<file path="src/rtl/circ_vector_buffer_pkg.sv">
`default_nettype none
// ============================================================================
// Module   : circ_vector_buffer_pkg
// Purpose  : Shared types and helpers for the solver circulating buffers.
//            Provides the FILL/RUN mode enum and an index-width helper.
// Ports    : none (package)
// Revision : 1.0 - initial release
// ============================================================================
package circ_vector_buffer_pkg;

  typedef enum logic [0:0] {
    ST_FILL = 1'b0,
    ST_RUN  = 1'b1
  } buf_state_t;

  // Bits needed to hold an index in 0..n-1 (n >= 2).
  function automatic int clog2(input int n);
    int r;
    int v;
    r = 0;
    v = n - 1;
    while (v > 0) begin
      r = r + 1;
      v = v >> 1;
    end
    return r;
  endfunction

endpackage
`default_nettype wire

</file>
<file path="src/rtl/circ_vector_buffer_if.sv">
`default_nettype none
// ============================================================================
// Module   : circ_vector_buffer_if
// Purpose  : Load / rotate / write-back bus of the circulating vector buffer.
//            master : solver side (drives clear, load, shift, update)
//            slave  : buffer side (drives ready, head data, index, status)
// Ports    : none (signals grouped as interface members)
// Revision : 1.0 - initial release
// ============================================================================
interface circ_vector_buffer_if #(
  parameter int DATA_W = 16,
  parameter int DEPTH  = 16,
  parameter int LAP_W  = 8
);
  import circ_vector_buffer_pkg::*;

  localparam int IDX_W = clog2(DEPTH);

  logic                     clear;
  logic                     load_valid;
  logic signed [DATA_W-1:0] load_data;
  logic                     load_ready;
  logic                     shift_en;
  logic                     upd_en;
  logic signed [DATA_W-1:0] upd_data;
  logic signed [DATA_W-1:0] data_o;
  logic [IDX_W-1:0]         idx_o;
  logic                     wrap_o;
  logic [LAP_W-1:0]         lap_o;
  logic                     full_o;

  modport master (
    output clear, load_valid, load_data, shift_en, upd_en, upd_data,
    input  load_ready, data_o, idx_o, wrap_o, lap_o, full_o
  );

  modport slave (
    input  clear, load_valid, load_data, shift_en, upd_en, upd_data,
    output load_ready, data_o, idx_o, wrap_o, lap_o, full_o
  );

endinterface
`default_nettype wire

</file>
<file path="src/rtl/circ_vector_buffer_mod_counter.sv">
`default_nettype none
// ============================================================================
// Module   : mod_counter
// Purpose  : Modulo-N up counter with synchronous clear and a combinational
//            wrap flag that is high on the edge where the count returns to 0.
// Ports    : clk, rst      - clock, synchronous active-high reset
//            i_clr         - synchronous clear to 0 (below rst in priority)
//            i_en          - advance by one
//            o_count       - current count, 0..MODULUS-1
//            o_wrap        - advancing from MODULUS-1 to 0 this cycle
// Revision : 1.0 - initial release
// ============================================================================
module mod_counter #(
  parameter int MODULUS = 16,
  parameter int WIDTH   = 4
) (
  input  wire logic             clk,
  input  wire logic             rst,
  input  wire logic             i_clr,
  input  wire logic             i_en,
  output logic [WIDTH-1:0]      o_count,
  output logic                  o_wrap
);

  localparam logic [WIDTH-1:0] c_last = WIDTH'(MODULUS - 1);

  logic [WIDTH-1:0] r_count;
  logic             w_at_last;

  assign w_at_last = (r_count == c_last);
  assign o_wrap    = i_en && w_at_last && !i_clr;
  assign o_count   = r_count;

  always_ff @(posedge clk) begin
    if (rst) begin
      r_count <= '0;
    end else if (i_clr) begin
      r_count <= '0;
    end else if (i_en) begin
      r_count <= w_at_last ? '0 : r_count + 1'b1;
    end
  end

endmodule
`default_nettype wire

</file>
<file path="src/rtl/circ_vector_buffer.sv">
`default_nettype none
// ============================================================================
// Module   : circ_vector_buffer
// Purpose  : Circulating store of DEPTH signed elements. Filled once through
//            a valid/ready port, then rotated one element per shift with the
//            head element, its logical index, a wrap pulse and a lap count
//            presented. The head can be overwritten in place as it passes.
// Ports    : clk  - clock
//            rst  - synchronous active-high reset
//            bus  - circ_vector_buffer_if.slave (clear, load, shift, update,
//                   head data/index, wrap, lap, full, load_ready)
// Revision : 1.0 - initial release
// ============================================================================
module circ_vector_buffer
  import circ_vector_buffer_pkg::*;
#(
  parameter int DATA_W = 16,
  parameter int DEPTH  = 16,
  parameter int LAP_W  = 8
) (
  input  wire logic            clk,
  input  wire logic            rst,
  circ_vector_buffer_if.slave  bus
);

  localparam int IDX_W = clog2(DEPTH);

  buf_state_t               r_state;
  buf_state_t               w_state_next;
  logic signed [DATA_W-1:0] r_mem [DEPTH];
  logic                     r_loaded;
  logic                     r_wrap;
  logic [LAP_W-1:0]         r_lap;

  logic                     w_load_acc;
  logic                     w_shift;
  logic                     w_upd;
  logic [IDX_W-1:0]         w_load_cnt;
  logic                     w_load_last;
  logic [IDX_W-1:0]         w_idx;
  logic                     w_idx_wrap;

  // Clear outranks every mode operation, so it masks all qualified strobes.
  assign w_load_acc = bus.load_valid && (r_state == ST_FILL) && !bus.clear;
  assign w_shift    = bus.shift_en   && (r_state == ST_RUN)  && !bus.clear;
  assign w_upd      = bus.upd_en     && (r_state == ST_RUN)  && !bus.clear;

  // Load position; its wrap marks the final element of the fill.
  mod_counter #(
    .MODULUS (DEPTH),
    .WIDTH   (IDX_W)
  ) u_load_cnt (
    .clk     (clk),
    .rst     (rst),
    .i_clr   (bus.clear),
    .i_en    (w_load_acc),
    .o_count (w_load_cnt),
    .o_wrap  (w_load_last)
  );

  // Head index; stays 0 throughout FILL because shifts are masked there.
  mod_counter #(
    .MODULUS (DEPTH),
    .WIDTH   (IDX_W)
  ) u_idx_cnt (
    .clk     (clk),
    .rst     (rst),
    .i_clr   (bus.clear),
    .i_en    (w_shift),
    .o_count (w_idx),
    .o_wrap  (w_idx_wrap)
  );

  always_ff @(posedge clk) begin
    if (rst) begin
      r_state <= ST_FILL;
    end else begin
      r_state <= w_state_next;
    end
  end

  always_comb begin
    w_state_next = r_state;
    if (bus.clear) begin
      w_state_next = ST_FILL;
    end else if ((r_state == ST_FILL) && w_load_last) begin
      w_state_next = ST_RUN;
    end
  end

  // Load and write-back are mutually exclusive by mode.
  always_ff @(posedge clk) begin
    if (rst) begin
      for (int i = 0; i < DEPTH; i++) begin
        r_mem[i] <= '0;
      end
    end else begin
      if (w_load_acc) begin
        r_mem[w_load_cnt] <= bus.load_data;
      end
      if (w_upd) begin
        r_mem[w_idx] <= bus.upd_data;
      end
    end
  end

  // After clear the stale contents stay in storage; this flag hides them
  // until the first element of the new fill arrives.
  always_ff @(posedge clk) begin
    if (rst || bus.clear) begin
      r_loaded <= 1'b0;
      r_wrap   <= 1'b0;
      r_lap    <= '0;
    end else begin
      if (w_load_acc) begin
        r_loaded <= 1'b1;
      end
      r_wrap <= w_idx_wrap;
      if (w_idx_wrap) begin
        r_lap <= r_lap + 1'b1;
      end
    end
  end

  assign bus.load_ready = (r_state == ST_FILL);
  assign bus.full_o     = (r_state == ST_RUN);
  assign bus.data_o     = r_loaded ? r_mem[w_idx] : '0;
  assign bus.idx_o      = w_idx;
  assign bus.wrap_o     = r_wrap;
  assign bus.lap_o      = r_lap;

endmodule
`default_nettype wire

</file>
<file path="src/flat_wrapper.sv">
// flat-port wrapper written by rule: the top's interface ports become plain ports
module circ_vector_buffer_flat import circ_vector_buffer_pkg::*;
#(
  parameter int DATA_W = 16,
  parameter int DEPTH  = 16,
  parameter int LAP_W  = 8
)
  (clk, rst, bus_clear, bus_load_valid, bus_load_data, bus_shift_en, bus_upd_en, bus_upd_data, bus_load_ready, bus_data_o, bus_idx_o, bus_wrap_o, bus_lap_o, bus_full_o);
  circ_vector_buffer_if #(.DATA_W(DATA_W), .DEPTH(DEPTH), .LAP_W(LAP_W)) bus_i ();
  input  wire logic clk;
  input  wire logic rst;
  input wire logic [$bits(bus_i.clear)-1:0] bus_clear;
  input wire logic [$bits(bus_i.load_valid)-1:0] bus_load_valid;
  input wire logic [$bits(bus_i.load_data)-1:0] bus_load_data;
  input wire logic [$bits(bus_i.shift_en)-1:0] bus_shift_en;
  input wire logic [$bits(bus_i.upd_en)-1:0] bus_upd_en;
  input wire logic [$bits(bus_i.upd_data)-1:0] bus_upd_data;
  output wire logic [$bits(bus_i.load_ready)-1:0] bus_load_ready;
  output wire logic [$bits(bus_i.data_o)-1:0] bus_data_o;
  output wire logic [$bits(bus_i.idx_o)-1:0] bus_idx_o;
  output wire logic [$bits(bus_i.wrap_o)-1:0] bus_wrap_o;
  output wire logic [$bits(bus_i.lap_o)-1:0] bus_lap_o;
  output wire logic [$bits(bus_i.full_o)-1:0] bus_full_o;
  assign bus_i.clear = bus_clear;
  assign bus_i.load_valid = bus_load_valid;
  assign bus_i.load_data = bus_load_data;
  assign bus_i.shift_en = bus_shift_en;
  assign bus_i.upd_en = bus_upd_en;
  assign bus_i.upd_data = bus_upd_data;
  assign bus_load_ready = bus_i.load_ready;
  assign bus_data_o = bus_i.data_o;
  assign bus_idx_o = bus_i.idx_o;
  assign bus_wrap_o = bus_i.wrap_o;
  assign bus_lap_o = bus_i.lap_o;
  assign bus_full_o = bus_i.full_o;
  circ_vector_buffer #(.DATA_W(DATA_W), .DEPTH(DEPTH), .LAP_W(LAP_W)) u_core (.clk(clk), .rst(rst), .bus(bus_i));
endmodule
</file>
<file path="config.mk">
export PLATFORM = sky130hd
export DESIGN_NAME = circ_vector_buffer_flat
export DESIGN_NICKNAME = d
export VERILOG_FILES = /design/src/rtl/circ_vector_buffer_pkg.sv /design/src/rtl/circ_vector_buffer_if.sv /design/src/rtl/circ_vector_buffer_mod_counter.sv /design/src/rtl/circ_vector_buffer.sv /design/src/flat_wrapper.sv
export SDC_FILE = /design/constraint.sdc
export NUM_CORES = 1
export LEC_CHECK = 0
export CAP_MARGIN = 40
export CORE_AREA = 2 2 210 212
export DETAILED_ROUTE_END_ITERATION = 8
export DIE_AREA = 0 0 212 214
export SYNTH_ARGS = -nofsm -noshare
export SYNTH_HDL_FRONTEND = slang
export SYNTH_HIERARCHICAL = 1
export SYNTH_SLANG_ARGS = --single-unit
</file>
<file path="constraint.sdc">
create_clock -name clk -period 10.6 [get_ports clk]
set_input_delay 2.12 -clock clk [delete_from_list [all_inputs] [get_ports clk]]
set_output_delay 2.12 -clock clk [all_outputs]
set_load 0.01 [all_outputs]
</file>
==> results.sh <==
export IMPL_status="complete, no violations"
export IMPL_dr_pass1_iters=5
export IMPL_die_h_um=214
export IMPL_cts_sinks=275
export IMPL_vias_per_cell=5.22
export IMPL_clk_latency_ps=580
export IMPL_cts_reportedPaths_clkPinSlew_ps=60
export IMPL_placed_cell_area_sq_mm=0.0143
export IMPL_max_cap_viol_count=0
export IMPL_slew_viol_final=0
export IMPL_swShare_pct=21.8
export IMPL_p_clk_share_pct=45.5
export IMPL_vias=8764
export IMPL_synthDominantCellAreaShare_pct=60.1
export IMPL_antenna_found_initial=0
export IMPL_crit_path_end_kind="output port"
export IMPL_clockBufferDepth=3
export IMPL_slew_headroom_pct=37.0
export IMPL_syn_to_final_growth_pct=20.5
export IMPL_ant_nets=0
export IMPL_place_inst=1623
export IMPL_synth_area_leaders="edfxtp_1 60%, mux2i_1 8.5%, nor3_1 4.9%"
export IMPL_gp_congestion=0.812
export IMPL_fin_crit_ps=5890
export IMPL_synth_async_reset_ratio_pct=0
export IMPL_hpwl_um=23400
export IMPL_syn_nets=1045
export IMPL_grt_usage_pct=15.7
export IMPL_power_mw=2.46
export IMPL_cts_resized_gates=0
export IMPL_ir_drop_mv=0.131
export IMPL_ys_ff_latch=275
export IMPL_holdBufCountCts=0
export IMPL_fin_cells=1679
export IMPL_synth_cell_type_count=51
export IMPL_nets=1111
export IMPL_comb_power_share_pct=4.5
export IMPL_portBuffers=68
export IMPL_cp_num_buf_inv=2
export IMPL_cts_buffers_inserted=30
export IMPL_final_area_sq_mm=0.0154
export IMPL_ys_warn_count=6
export IMPL_fin_ws_ps=4710
export IMPL_pwr_share_seq_pct=49.9
export IMPL_cp_max_fo=39
export IMPL_p_leak_nw=4.84
export IMPL_core_area_sq_mm=0.0429
export IMPL_power_density_mw_per_mm2=160
export IMPL_yosys_area_top_type="edfxtp_1"
export IMPL_final_hold_viol_count=0
export IMPL_internal_power_mw=1.92
export IMPL_io_pins=69
export IMPL_drt_iter0_drc=877
export IMPL_worstMarginPinSlew_ps=943
export IMPL_cp_start_kind="register"
export IMPL_cp_arrival_ps=3770
export IMPL_final_core_util_pct=35.9
export IMPL_crit_path_top_delay_cell="dfxtp_4"
export IMPL_holdWs_ps=508
export IMPL_cp_cell_sequence="buf_4, mux2i_1, a22oi_1, nand2_1, o21ai_0, clkdlybuf4s50_1"
export IMPL_first_global_vias=8592
export IMPL_hp_class="register to register"
export IMPL_seq_area_frac_synth_pct=63.1
export IMPL_rows=76
export IMPL_routed_wirelength_um=36300
export IMPL_worst_setup_path_type="register to output port"
export IMPL_grt_setup_unrepaired="no"
export IMPL_netlist_area_sq_mm=0.0128
export IMPL_dieArea_sq_mm=0.0454
export IMPL_grt_pass1_wl_um=54100
export IMPL_fp_dieW_um=212
export IMPL_critical_path_top_delay_family="buffers and inverters"
export IMPL_gr_total_overflow=0
export IMPL_finClkSkew_ps=30.0
export IMPL_cts_tree="done"
export IMPL_ys_flop_type="edfxtp_1"
export IMPL_worstPathRequired_ps=8480
export IMPL_timing_setup_tns_ps=0
export IMPL_start_util_pct=29.8
export IMPL_drive_gt1_share_pct=16.0
export IMPL_postCtsSetupRepairBufs=0
export IMPL_drc_errors=0
export IMPL_synth_edf_count=256
export IMPL_diodes=0
export IMPL_htreeDepth=1
export IMPL_wire_per_inst_um=21.6
export IMPL_syn_avg_cell_area_sq_um=12.7
export IMPL_cp_slowest_stage_delay_ps=700
export IMPL_finalSetupViolCount=0
export IMPL_syn_inst=1004
export IMPL_p_sw_uw=536
export IMPL_place_ws_ps=4730
export IMPL_min_period_over_period_pct=55.5
export IMPL_grt_max_degree=40
export IMPL_cts_root_buf="clkbuf_16"
export IMPL_timing_fmax_mhz=170
## tightest hold or removal path, cell delays in order, from the launching register on
cell and delay (ps):
dfxtp_1 320, o21ai_0 80, a21oi_1 60
## layer usage
layer	wire [um]	up-vias	GRT usage, %
li1	-	3895	-
met3	3160	59	3.24
met5	0	-	0
met2	16400	416	24.3
met4	775	0	3.47
met1	16000	4394	22.6
## kinds of logic (layout without fill, tap and decap cells)
kind of cell,after synthesis,count (layout),share of synthesized area [%]
AOI/OAI and AO/OA,94,94,5.42
xor gates and xnor gates,11,11,0.753
adders and majority gates,3,3,0.294
buffers and inverters,90,180,3.25
DFF,275,275,63.1
muxes,128,128,11.9
and+or+nand+nor,403,403,15.3
## path summary, 6_finish.rpt
| check | slack (ps) | end | cells past startpoint | from |
|---|---|---|---|---|
| setup / recovery | 4710 | bus_data_o[3] | 6 | u_core/u_idx_cnt/o_count[0]$_SDFFE_PP0P_ |
| hold / removal | 510 | u_core/bus.lap_o[7]$_SDFFE_PP0P_ | 2 | u_core/bus.lap_o[7]$_SDFFE_PP0P_ |
| setup reg to reg | 6550 | u_core/r_mem[14][3]$_SDFFCE_PN0P_ | 5 | u_core/u_idx_cnt/o_count[0]$_SDFFE_PP0P_ |
| hold reg to reg | 510 | u_core/bus.lap_o[7]$_SDFFE_PP0P_ | 2 | u_core/bus.lap_o[7]$_SDFFE_PP0P_ |
## power by group through the flow
| stage | sequential, mW | combinational, mW | clock [mW] |
|---|---|---|---|
| CTS | 1.23 | 0.111 | 1.14 |
| global placement | 1.25 | 0.105 | 0 |
| finish | 1.23 | 0.112 | 1.12 |
| floorplan | 1.25 | 0.0541 | 0 |
| global route | 1.23 | 0.118 | 1.18 |
| detailed placement | 1.25 | 0.111 | 0 |
## placed cells by master, fill, tap and decap left out, types with 30 or more instances in the layout
cell and n:
nor2_1 157, a22oi_1 34, clkdlybuf4s50_1 68, nor3_1 125, mux2i_1 100, clkbuf_16 30
nand2_1 44, edfxtp_1 256, buf_4 37
## cells in the mapped netlist, types with 7 or more instances
library cell / instances
a22oi_1: 34
nand2b_1: 11
a221oi_1: 8
dfxtp_1: 19
mux4_2: 19
edfxtp_1: 256
nor2_1: 158
nor3_1: 125
o21ai_0: 22
mux2i_1: 109
buf_2: 35
xor2_1: 8
nand4_1: 7
nand3_1: 15
clkbuf_1: 44
nor3_2: 15
nand2_1: 44
## state kept, by name (all words and copies together), names as in the netlist
signal                     count
u_core/bus.full_o              1
u_core/bus.lap_o               8
u_core/bus.wrap_o              1
u_core/r_loaded                1
u_core/r_mem                 256
u_core/u_idx_cnt/o_count       4
u_core/u_load_cnt/o_count      4
## layout make-up
class | count | area [sq um]
Sequential cell | 275 | 8070
Tap cell | 585 | 732
Timing Repair Buffer | 119 | 1150
Clock buffer | 31 | 754
Multi-Input combinational cell | 639 | 4370
Fill cell | 4137 | 27500
Inverter | 5 | 18.8
Clock inverter | 25 | 317
Note: power is estimated with default switching activity, not from simulation.
